--- src/rtl/signal_phase_timer.sv ---
// +--------------------------------------------------------------------------+
// | Module   : signal_phase_timer                                            |
// | Purpose  : Pacing stage for the traffic signal lamp FSM. Prescales CLK   |
// |            into step ticks, holds each lamp phase for a dwell chosen     |
// |            from the lamp state code, and pulses the active-low advance   |
// |            enable for one cycle when the dwell expires. Also handles     |
// |            pedestrian-request shortening and an external hold.           |
// | Option   : SIGLAMP_NIGHT_FLASH_EN adds the NIGHT input / FLASH output.   |
// | Revision : 1.0 - initial release                                         |
// +--------------------------------------------------------------------------+
`default_nettype none

module signal_phase_timer #(
  parameter int PRESCALE    = 1000,
  parameter int LONG_DWELL  = 30,
  parameter int SHORT_DWELL = 5,
  parameter int PED_DWELL   = 10
) (
  input  logic       CLK,
  input  logic       RESET,
  input  logic [4:0] STATE,
  input  logic       PED_REQ,
  input  logic       HOLD,
  output logic       ADV_N,
  output logic       TICK,
  output logic [7:0] REMAIN,
`ifdef SIGLAMP_NIGHT_FLASH_EN
  input  logic       NIGHT,
  output logic       FLASH,
`endif
  output logic       PED_ACK
);

  localparam int            CW       = $clog2(PRESCALE);
  localparam logic [CW-1:0] CNT_LAST = CW'(PRESCALE - 1);
  localparam logic [7:0]    LONG_D   = 8'(LONG_DWELL);
  localparam logic [7:0]    SHORT_D  = 8'(SHORT_DWELL);
  localparam logic [7:0]    PED_D    = 8'(PED_DWELL);

  typedef enum logic [1:0] {
    ST_LOAD  = 2'd0,
    ST_COUNT = 2'd1,
    ST_STEP  = 2'd2
  } state_t;

  state_t        state_q, state_d;
  logic [CW-1:0] cnt_q, cnt_d;
  logic          tick_q, tick_d;
  logic [7:0]    remain_q, remain_d;
  logic          adv_n_q, adv_n_d;
  logic          ped_ack_q, ped_ack_d;
  logic          ped_pend_q, ped_pend_d;
  logic          ped_meta_q, ped_meta_d;
  logic          ped_sync_q, ped_sync_d;
  logic          ped_prev_q, ped_prev_d;

  logic          tick_live;
  logic          ped_rise;
  logic          is_short;
  logic [7:0]    dwell;
  logic [7:0]    ped_clamped;

  // Only the low two lamp state bits select the dwell class.
  logic unused_state_hi;
  assign unused_state_hi = ^STATE[4:2];

  // A pending tick is frozen (not lost) while HOLD is high.
  assign tick_live   = tick_q & ~HOLD;
  assign ped_rise    = ped_sync_q & ~ped_prev_q;
  assign is_short    = (STATE[1:0] == 2'b11);
  assign dwell       = is_short ? SHORT_D : LONG_D;
  assign ped_clamped = (remain_q < PED_D) ? remain_q : PED_D;

`ifdef SIGLAMP_NIGHT_FLASH_EN
  logic flash_q, flash_d;
`endif

  // Free-running prescaler and pedestrian synchronizer next-state.
  always_comb begin
    cnt_d      = cnt_q;
    tick_d     = tick_q;
    ped_meta_d = PED_REQ;
    ped_sync_d = ped_meta_q;
    ped_prev_d = ped_sync_q;
    if (!HOLD) begin
      tick_d = (cnt_q == CNT_LAST);
      cnt_d  = (cnt_q == CNT_LAST) ? '0 : cnt_q + CW'(1);
    end
  end

  // Phase FSM next-state, dwell countdown and pedestrian clamp.
  always_comb begin
    state_d    = state_q;
    remain_d   = remain_q;
    ped_ack_d  = 1'b0;
    ped_pend_d = ped_pend_q | ped_rise;
    adv_n_d    = 1'b1;
`ifdef SIGLAMP_NIGHT_FLASH_EN
    flash_d    = 1'b0;
`endif
    case (state_q)
      ST_LOAD: begin
        remain_d = dwell;
        state_d  = ST_COUNT;
      end
      ST_COUNT: begin
        if (!HOLD) begin
          // The clamp takes priority; a coincident tick is dropped.
          if (ped_pend_q && !is_short) begin
            remain_d   = ped_clamped;
            ped_pend_d = 1'b0;
            ped_ack_d  = 1'b1;
          end else if (tick_q) begin
            if (remain_q <= 8'd1) begin
              remain_d = 8'd0;
              state_d  = ST_STEP;
            end else begin
              remain_d = remain_q - 8'd1;
            end
          end
        end
      end
      ST_STEP: begin
        state_d = ST_LOAD;
      end
      default: begin
        state_d = ST_LOAD;
      end
    endcase
`ifdef SIGLAMP_NIGHT_FLASH_EN
    if (NIGHT) begin
      state_d    = ST_LOAD;
      remain_d   = 8'd0;
      ped_pend_d = 1'b0;
      ped_ack_d  = 1'b0;
      flash_d    = flash_q ^ tick_live;
    end
`endif
    // Registered so the lamp sees a clean, glitch-free low pulse.
    adv_n_d = (state_d != ST_STEP);
  end

  // State registers; reset aborts any phase and any advance pulse.
  always_ff @(posedge CLK or posedge RESET) begin
    if (RESET) begin
      state_q    <= ST_LOAD;
      cnt_q      <= '0;
      tick_q     <= 1'b0;
      remain_q   <= 8'd0;
      adv_n_q    <= 1'b1;
      ped_ack_q  <= 1'b0;
      ped_pend_q <= 1'b0;
      ped_meta_q <= 1'b0;
      ped_sync_q <= 1'b0;
      ped_prev_q <= 1'b0;
    end else begin
      state_q    <= state_d;
      cnt_q      <= cnt_d;
      tick_q     <= tick_d;
      remain_q   <= remain_d;
      adv_n_q    <= adv_n_d;
      ped_ack_q  <= ped_ack_d;
      ped_pend_q <= ped_pend_d;
      ped_meta_q <= ped_meta_d;
      ped_sync_q <= ped_sync_d;
      ped_prev_q <= ped_prev_d;
    end
  end

`ifdef SIGLAMP_NIGHT_FLASH_EN
  // Night flasher toggle register.
  always_ff @(posedge CLK or posedge RESET) begin
    if (RESET) begin
      flash_q <= 1'b0;
    end else begin
      flash_q <= flash_d;
    end
  end

  assign FLASH = flash_q;
`endif

  assign ADV_N   = adv_n_q;
  assign TICK    = tick_live;
  assign REMAIN  = remain_q;
  assign PED_ACK = ped_ack_q;

endmodule

`default_nettype wire
--- config.mk ---
export PLATFORM = sky130hd
export DESIGN_NAME = signal_phase_timer
export DESIGN_NICKNAME = d
export VERILOG_FILES = /design/src/rtl/signal_phase_timer.sv
export SDC_FILE = /design/constraint.sdc
export NUM_CORES = 1
export LEC_CHECK = 0
export ABC_AREA = 1
export ABC_CLOCK_PERIOD_IN_PS = 1500
export CAP_MARGIN = 15
export CORE_ASPECT_RATIO = 0.8
export CORE_MARGIN = 3
export CORE_UTILIZATION = 49
export DETAILED_ROUTE_END_ITERATION = 6
export GPL_TIMING_DRIVEN = 0
export PLACE_DENSITY_LB_ADDON = 0.1
export SLEW_MARGIN = 20
export SYNTH_ARGS = -nofsm -noshare
export SYNTH_HDL_FRONTEND = slang
export SYNTH_SLANG_ARGS = --single-unit
--- constraint.sdc ---
create_clock -name CLK -period 1.5 [get_ports CLK]
set_clock_uncertainty 0.2 [all_clocks]
set_input_delay 0.15 -clock CLK [delete_from_list [all_inputs] [get_ports CLK]]
set_output_delay 0.15 -clock CLK [all_outputs]
set_load 0.02 [all_outputs]
# Word level (Yosys, flattened, before mapping)
# Cells that the tools add are included.
# Widths: inputs -> output; s select.
[totals] regBits=27 in_bits=9 out_inout_bits=11 elab_cells=50
[classes] n_addsub=2 n_lt_le_gt_ge=2 eq_ne=7 n_mux=19 bitwise_logic=5 n_reduce_logical=5
[ops] operator="$mux 8" count=5
[ops] operator="$pmux 8 s2" count=1
[ops] operator="$add 10x1->10 const B" count=1
[ops] operator="$eq 10x10->1 const B" count=1
[ops] operator="$mux 10" count=1
[ops] operator="$le 8x1->1 const B" count=1
[ops] operator="$lt 8x4->1 const B" count=1
[ops] operator="$mux 2" count=4
[ops] operator="$sub 8x1->8 const B" count=1
[ops] operator="$mux 1" count=6
[ops] operator="$ne 3x3->1 const B" count=2
[ops] operator="$mux 5" count=1
[ops] operator="$ne 2x2->1 const B" count=2
[ops] operator="$pmux 2 s2" count=1
[ops] operator="$reduce_and 4->1" count=1
[ops] operator="$and 1x1->1" count=2
[ops] operator="$eq 2x1->1 const B" count=1
[ops] operator="$eq 2x2->1 const B" count=1
[ops] operator="$logic_not 2->1" count=1
[ops] operator="$not 1->1" count=2
[ops] operator="$reduce_bool 2->1" count=1
[ops] operator="$logic_and 1x1->1" count=1
[ops] operator="$logic_not 1->1" count=1
[ops] operator="$or 1x1->1" count=1

# Longest topological paths before layout
[depth] word_depth=7 mapped_depth=9 ltp_nobuf=9

# Least setup slack after synthesis
# No wires, ideal clock.
[synth_timing] path_type="register -> register" startpoint="register remain_q[0] (netlist: REMAIN[0])" endpoint="register remain_q[6] (netlist: REMAIN[6])" setup_time_ns=0.117 arrival_time_ns=1.351 required_ns=1.183 setup_slack_ns=-0.168 stages_incl_launch_ff=10 path_buffers=0 synth_period_minus_slack_ns=1.668 cell_sequence="dfrtp_1 inv_1 ha_1 nor2_1 nor2_1 nand2_2 nand3_1 inv_1 nand3_1 nand2_1"
[synth_via] elab_chain_cells=6 word_cells_on_any_way=10 classes_between="add/sub (1); order compare (2); eq/ne (1); mux (5); reduce/logical (1)"
[synth_rtl] element="start, declared" line_no="49" rtl="logic [7:0] remain_q, remain_d;"
[synth_rtl] element="start signal, assigned" line_no="160" rtl="remain_q <= remain_d;"
[synth_rtl] element="$sub 8x1->8 or $le 8x1->1 (tied branches)" line_no="118, 114"
[synth_rtl] element="$mux 8" line_no="114" rtl="if (remain_q <= 8'd1) begin"
[synth_rtl] element="$mux 8" line_no="113" rtl="end else if (tick_q) begin"
[synth_rtl] element="$mux 8" line_no="109" rtl="if (ped_pend_q && !is_short) begin"
[synth_rtl] element="$mux 8" line_no="107" rtl="if (!HOLD) begin"
[synth_rtl] element="$pmux 8 s2" line_no="101" rtl="case (state_q)"
# Parallel ways exist; a longest one is shown, timed or not. The select of a mux whose other input is x is not followed.
# A chain may end at the register's enable or synchronous reset.

# Worst setup path after layout
[layout_timing] startpoint="register remain_q[1] (netlist: REMAIN[1])" endpoint="register state_q[0]"
[layout_via] elab_chain_cells=6
[layout_rtl] element="$le 8x1->1" line_no="114"
[layout_rtl] element="$mux 2" line_no="114"
[layout_rtl] element="$mux 2" line_no="113"
[layout_rtl] element="$mux 2" line_no="109"
[layout_rtl] element="$mux 2" line_no="107"
[layout_rtl] element="$pmux 2 s2" line_no="101"
[layout_rtl] element="named net state_d[0]" line_no="46" rtl="state_t state_q, state_d;"
[layout_rtl] element="end signal, assigned" line_no="157" rtl="state_q <= state_d;"
[layout_rtl] element="end, declared" line_no="46"
# The timed path passes the listed nets, and every way through them passes these cells.

==> flow_metrics.env <==
export IMPL_swShare_pct=44.1
export IMPL_status="finished, violations left"
export IMPL_synth_most_common_cell="nand2_1"
export IMPL_cap_viol_max_count=0
export IMPL_peakVddDrop_mv=1.02
export IMPL_pwr_share_clk_pct=12.3
export IMPL_p_int_mw=1.83
export IMPL_drive_above_1_share_pct=28.9
export IMPL_clock_latency_ps=270
export IMPL_synthFlopType="dfrtp_1"
export IMPL_diodes=0
export IMPL_worstPathCellList="inv_4, ha_4, nor2_1, nor2_1, nand2_2, buf_4, nor2_1, nor2_1"
export IMPL_start_util_pct=53.0
export IMPL_p_sw_mw=1.45
export IMPL_clk_pin_slew_ps=90
export IMPL_drt_total_wl_um=3300
export IMPL_place_inst=252
export IMPL_dieHeight_um=55.7
export IMPL_power_leakage_nw=0.962
export IMPL_vias=1341
export IMPL_grt_pass1_wl_um=5610
export IMPL_htree_num_levels=1
export IMPL_vias_per_cell=5.04
export IMPL_boundaryPins=20
export IMPL_ys_ff_latch=27
export IMPL_clkSinkCount=27
export IMPL_fin_cells=266
export IMPL_power_frac_seq_pct=37.0
export IMPL_dpl_hpwl_um=2360
export IMPL_critical_path_max_stage_delay_ps=450
export IMPL_place_congestion=0.867
export IMPL_register_area_um2=684
export IMPL_grt_pass1_vias=1239
export IMPL_top_layer="met4"
export IMPL_synthToLayoutAreaGrowth_pct=28.2
export IMPL_wl_met2_um=1570
export IMPL_worst_path_max_fanout=7
export IMPL_antenna_found_initial=0
export IMPL_worst_slew_pin_slew_ps=936
export IMPL_drcViolationCount=0
export IMPL_yosys_warnings=0
export IMPL_power_share_combinational_pct=50.7
export IMPL_powerDensity_nw_per_um2=1690
export IMPL_drt_iter0_markers=91
export IMPL_finalMaxSlewViolations=0
export IMPL_min_path_type="primary input to async pin"
export IMPL_maxSlewHeadroom_pct=37.2
export IMPL_synthCells=198
export IMPL_rsz0062_at_grt="true"
export IMPL_violations="negative setup slack"
export IMPL_cpMostUsedCell="nor2_1"
export IMPL_port_buffers=16
export IMPL_synth_async_sr_flop_share_pct=100
export IMPL_synth_area_um2=1510
export IMPL_whs_ps=67.9
export IMPL_drtAntennaViolNets=0
export IMPL_wl_met3_um=159
export IMPL_nFillCells=263
export IMPL_synth_area_leaders="dfrtp_1, nand2_1, nor2_1"
export IMPL_wl_per_cell_um=12.4
export IMPL_period_minus_slack_ps=1590
export IMPL_synth_top_area_share_pct=43.0
export IMPL_design_core_area_um2=2850
export IMPL_synth_top_area_cell="dfrtp_1"
export IMPL_clk_path_buf_depth=2
export IMPL_finalHoldViolations=0
export IMPL_track_usage_pct=19.0
export IMPL_yosysUniqueCellTypes=25
export IMPL_synth_edf_count=0
export IMPL_grt_max_degree=28
export IMPL_placementRows=17
export IMPL_avgSynthCellArea_um2=7.63
export IMPL_power_mw=3.28
export IMPL_setup_slack_ps=-88.3
export IMPL_met1_length_um=1560
export IMPL_synthesis_nets=210
export IMPL_fmax_ghz=0.630
export IMPL_crit_path_end_kind="flop"
export IMPL_cts_hold_buf=0
export IMPL_dieArea_um2=3790
export IMPL_die_x_um=68.1
export IMPL_ys_seq_area_share_pct=44.8
export IMPL_first_pass_iters=4
export IMPL_tritoncts="built"
export IMPL_crit_type="flop to flop"
export IMPL_finalNetCount=241
export IMPL_root_buffer="clkbuf_8"
export IMPL_crit_slowest_cell="dfrtp_2"
export IMPL_finalSetupViolations=12
export IMPL_critPathArrivalTime_ps=1550
export IMPL_multiInputGateArea_um2=843
export IMPL_timing_final_crit_share_pct=106
export IMPL_gr_total_overflow=0
export IMPL_critPathLaunchType="flop"
export IMPL_cp_required_ps=1460
export IMPL_yosys_top_cells_count="nand2_1, nor2_1, dfrtp_1"
export IMPL_cts_buffers_inserted=3
power by group through the flow:
stage               logic, mW  registers [mW]  clock network, mW
floorplan               0.894            1.27                  0
global placement         1.36            1.19                  0
detailed placement       1.40            1.20                  0
CTS                      1.49            1.19              0.420
global route             1.85            1.26              0.466
finish                   1.66            1.21              0.403
per-stage QoR:
| step | setup WS, ps | area [µm²] | setup TNS [ps] | util [%] |
|---|---|---|---|---|
| 2_1_floorplan | 8.39 | 1530 | 0 | - |
| 3_3_place_gp | -421 | 1740 | -6720 | 61.1 |
| 3_5_place_dp | -422 | 1740 | -7710 | 61.1 |
| 4_1_cts | -66.9 | 1860 | -412 | 65.1 |
| 5_1_grt | -173 | 1940 | -1880 | 68.0 |
| 6_report | -88.3 | 1940 | -610 | 68.0 |
cells in the final DEF, fill, tap and decap left out, drive strengths merged:
cell,n
nand4,4
a21oi,6
xnor2,1
dfstp,1
nand3,20
nand2,57
ha,3
clkdlybuf4s50,4
clkinv,1
nor2,39
nor3,4
o21ai,5
buf,11
dlygate4sd2,9
clkbuf,6
inv,26
dfrtp,26
or2,1
xor2,4
sequential cells by signal, summed over array words and instances, names as in the netlist:
signal and flops:
PED_ACK 1, ped_prev_d 1, ped_meta_q 1, tick_q 1, REMAIN 8, cnt_q 10, ADV_N 1, ped_pend_q 1
ped_prev_q 1, state_q 2
routing by layer:
layer | track usage, % | up-vias
met3 | 6.06 | 2
met2 | 28.0 | 25
li1 | - | 683
met5 | 0 | -
met4 | 2.55 | 0
met1 | 27.8 | 631
worst max-delay path: cells and delay by family, from the launching register on:
| family | cells | cell delay [ps] |
|---|---|---|
| DFF | 1 | 450 |
| and+or+nand+nor | 5 | 440 |
| buffers and inverters | 2 | 260 |
| adders and majority gates | 1 | 130 |
worst paths after layout:
kind                            start         end  slack, ps  depth (start not counted)
hold / removal                  RESET   REMAIN[6]         70                          2
hold reg to reg            ped_meta_q  ped_prev_d        160                          0
min in group CLK              PED_REQ  ped_meta_q        120                          1
setup / recovery            REMAIN[1]  state_q[0]        -90                          8
setup reg to reg            REMAIN[1]  state_q[0]        -90                          8
max in group asynchronous       RESET   REMAIN[1]        550                          2
final cells by class:
| class | count | area share (%) |
|---|---|---|
| clock buffer | 4 | 2.32 |
| inverter | 27 | 5.62 |
| multi-input combinational | 144 | 43.5 |
| sequential | 27 | 35.3 |
| tap | 38 | 2.45 |
| timing repair buffer | 26 | 10.8 |
logic make-up after synthesis:
family | count (synthesis) | synth area share [%]
simple gates | 125 | 39.1
compound gates | 11 | 3.89
buf+inv | 27 | 6.87
flops | 27 | 44.8
fa+ha+maj | 3 | 2.48
xor+xnor | 5 | 2.90
repair_timing:
action                                  4_1_cts  5_1_grt
pin swaps                                     6        9
buffers inserted                              4        6
gates resized for setup                      27       22
endpoints found under the setup margin       22       21
Power figures use the tool's default switching activity.
==> patch: new RTL, same flow settings <==
Change the parameter `PRESCALE` from 1000 to 2000.
--- a/src/rtl/signal_phase_timer.sv
+++ b/src/rtl/signal_phase_timer.sv
@@ -13,3 +13,3 @@
 module signal_phase_timer #(
-  parameter int PRESCALE    = 1000,
+  parameter int PRESCALE    = 2000,
   parameter int LONG_DWELL  = 30,
Check against the original RTL: same outputs for any inputs over 10 cycles, from zero or initial values and one cycle with RESET high; that may be too few to reach the edited logic, so the function may still have changed.
==> patch against the original RTL <==
  * The run still ends with negative setup slack left
  * First-iteration DRC count rose by 47%
  * Sequential cell count is 1 higher
  * Die area up 3.6%
  * Power is 15% higher
  * Combinational power increased by 24%
  * Wire length grew 20%
  * Cell count is 3.4% higher
  * Worst setup slack lost 0.080 ns
  * Final area up 11%
  * Core utilization is 5.9 points higher
  * Area after synthesis increased by 4.0%
  * Global-route usage is 0.69 points higher
==> patch: results (changes against the original RTL) <==
metric,value,unit,change
run status,"complete, but fails checks",,unchanged
failing checks,negative setup slack,,unchanged
Lkg Pwr,1.059,nW,was 0.9624 nW
Post-synth top cells,"nand2_1, nor2_1, dfrtp_1",,unchanged
vias in the first global route,1373,,was 1239
hpwl dp,2.434,mm,was 2.364 mm
Post-Synth Adder-Cell Area,2.389,%,was 2.483%
Netlist cell types,27,,was 25
first-pass GRT wire length,6.272,mm,was 5.609 mm
Post-Place Setup Slack,-0.2614,ns,was -0.4215 ns
initial DRC count,134,,was 91
post-synthesis sequential area ratio,44.67,%,was 44.78%
Post-CTS Hold Buffers,1,,was 0
Fin Hold WS,0.02745,ns,was 0.06793 ns
GP Congestion,0.8618,,was 0.8669
capture point of the worst reg-to-reg path,REMAIN[3],,was state_q[0]
final worst setup slack,-0.1686,ns,was -0.08829 ns
syn nets,214,,was 210
NonClk Buf Share,13.19,%,was 10.78%
num sequential,28,,was 27
final setup fails,17,,was 12
sequential cell area share,32.89,%,was 35.31%
Synth Area in Compound Gates,6.608,%,was 3.891%
layout cells sized above 1,36.71,%,was 28.95%
switching power total,1.697,mW,was 1.445 mW
top post-synthesis cells by area,"dfrtp_1, nand2_1, nor2_1",,unchanged
PortBufs,15,,was 16
setup_tns,-1.174,ns,was -0.6105 ns
Post-Synth XOR/XNOR Area,3.901,%,was 2.897%
Final clock-cell share,2.557,%,was 2.324%
nonclk inv count,31,,was 27
==> patch: cell types whose count changed in the layout (fill, tap and decap cells not counted), sizes merged, moves of 2 or more <==
cell           delta
clkbuf            -2
nor3              -2
a21oi             +2
clkdlybuf4s15     +2
o21ai             +3
buf               +4
nand2             -8
inv               +3
xor2              +2
==> patch: routing by layer <==
metal	up-vias	global-route usage (%)	part of all wire (%)
li1	705	-	-
met1	680	27.22	45
met2	53	30.71	48
met3	7	5.188	6.5
met4	0	5.014	0.96
met5	-	0	0
==> patch: power groups by stage <==
stage	combinational, mW	clock (mW)	sequential [mW]
after floorplan	0.984	0	1.27
after global placement	1.42	0	1.21
after detailed placement	1.47	0	1.23
after CTS	1.79	0.464	1.20
after global routing	2.25	0.511	1.28
final	2.06	0.449	1.24
==> patch: per-stage QoR <==
stage | area, um2 | std cells
2_1_floorplan | 1589 | 202
3_3_place_gp | 1787 | 255
3_5_place_dp | 1787 | 255
4_1_cts | 2004 | 273
5_1_grt | 2153 | 275
6_report | 2153 | 275
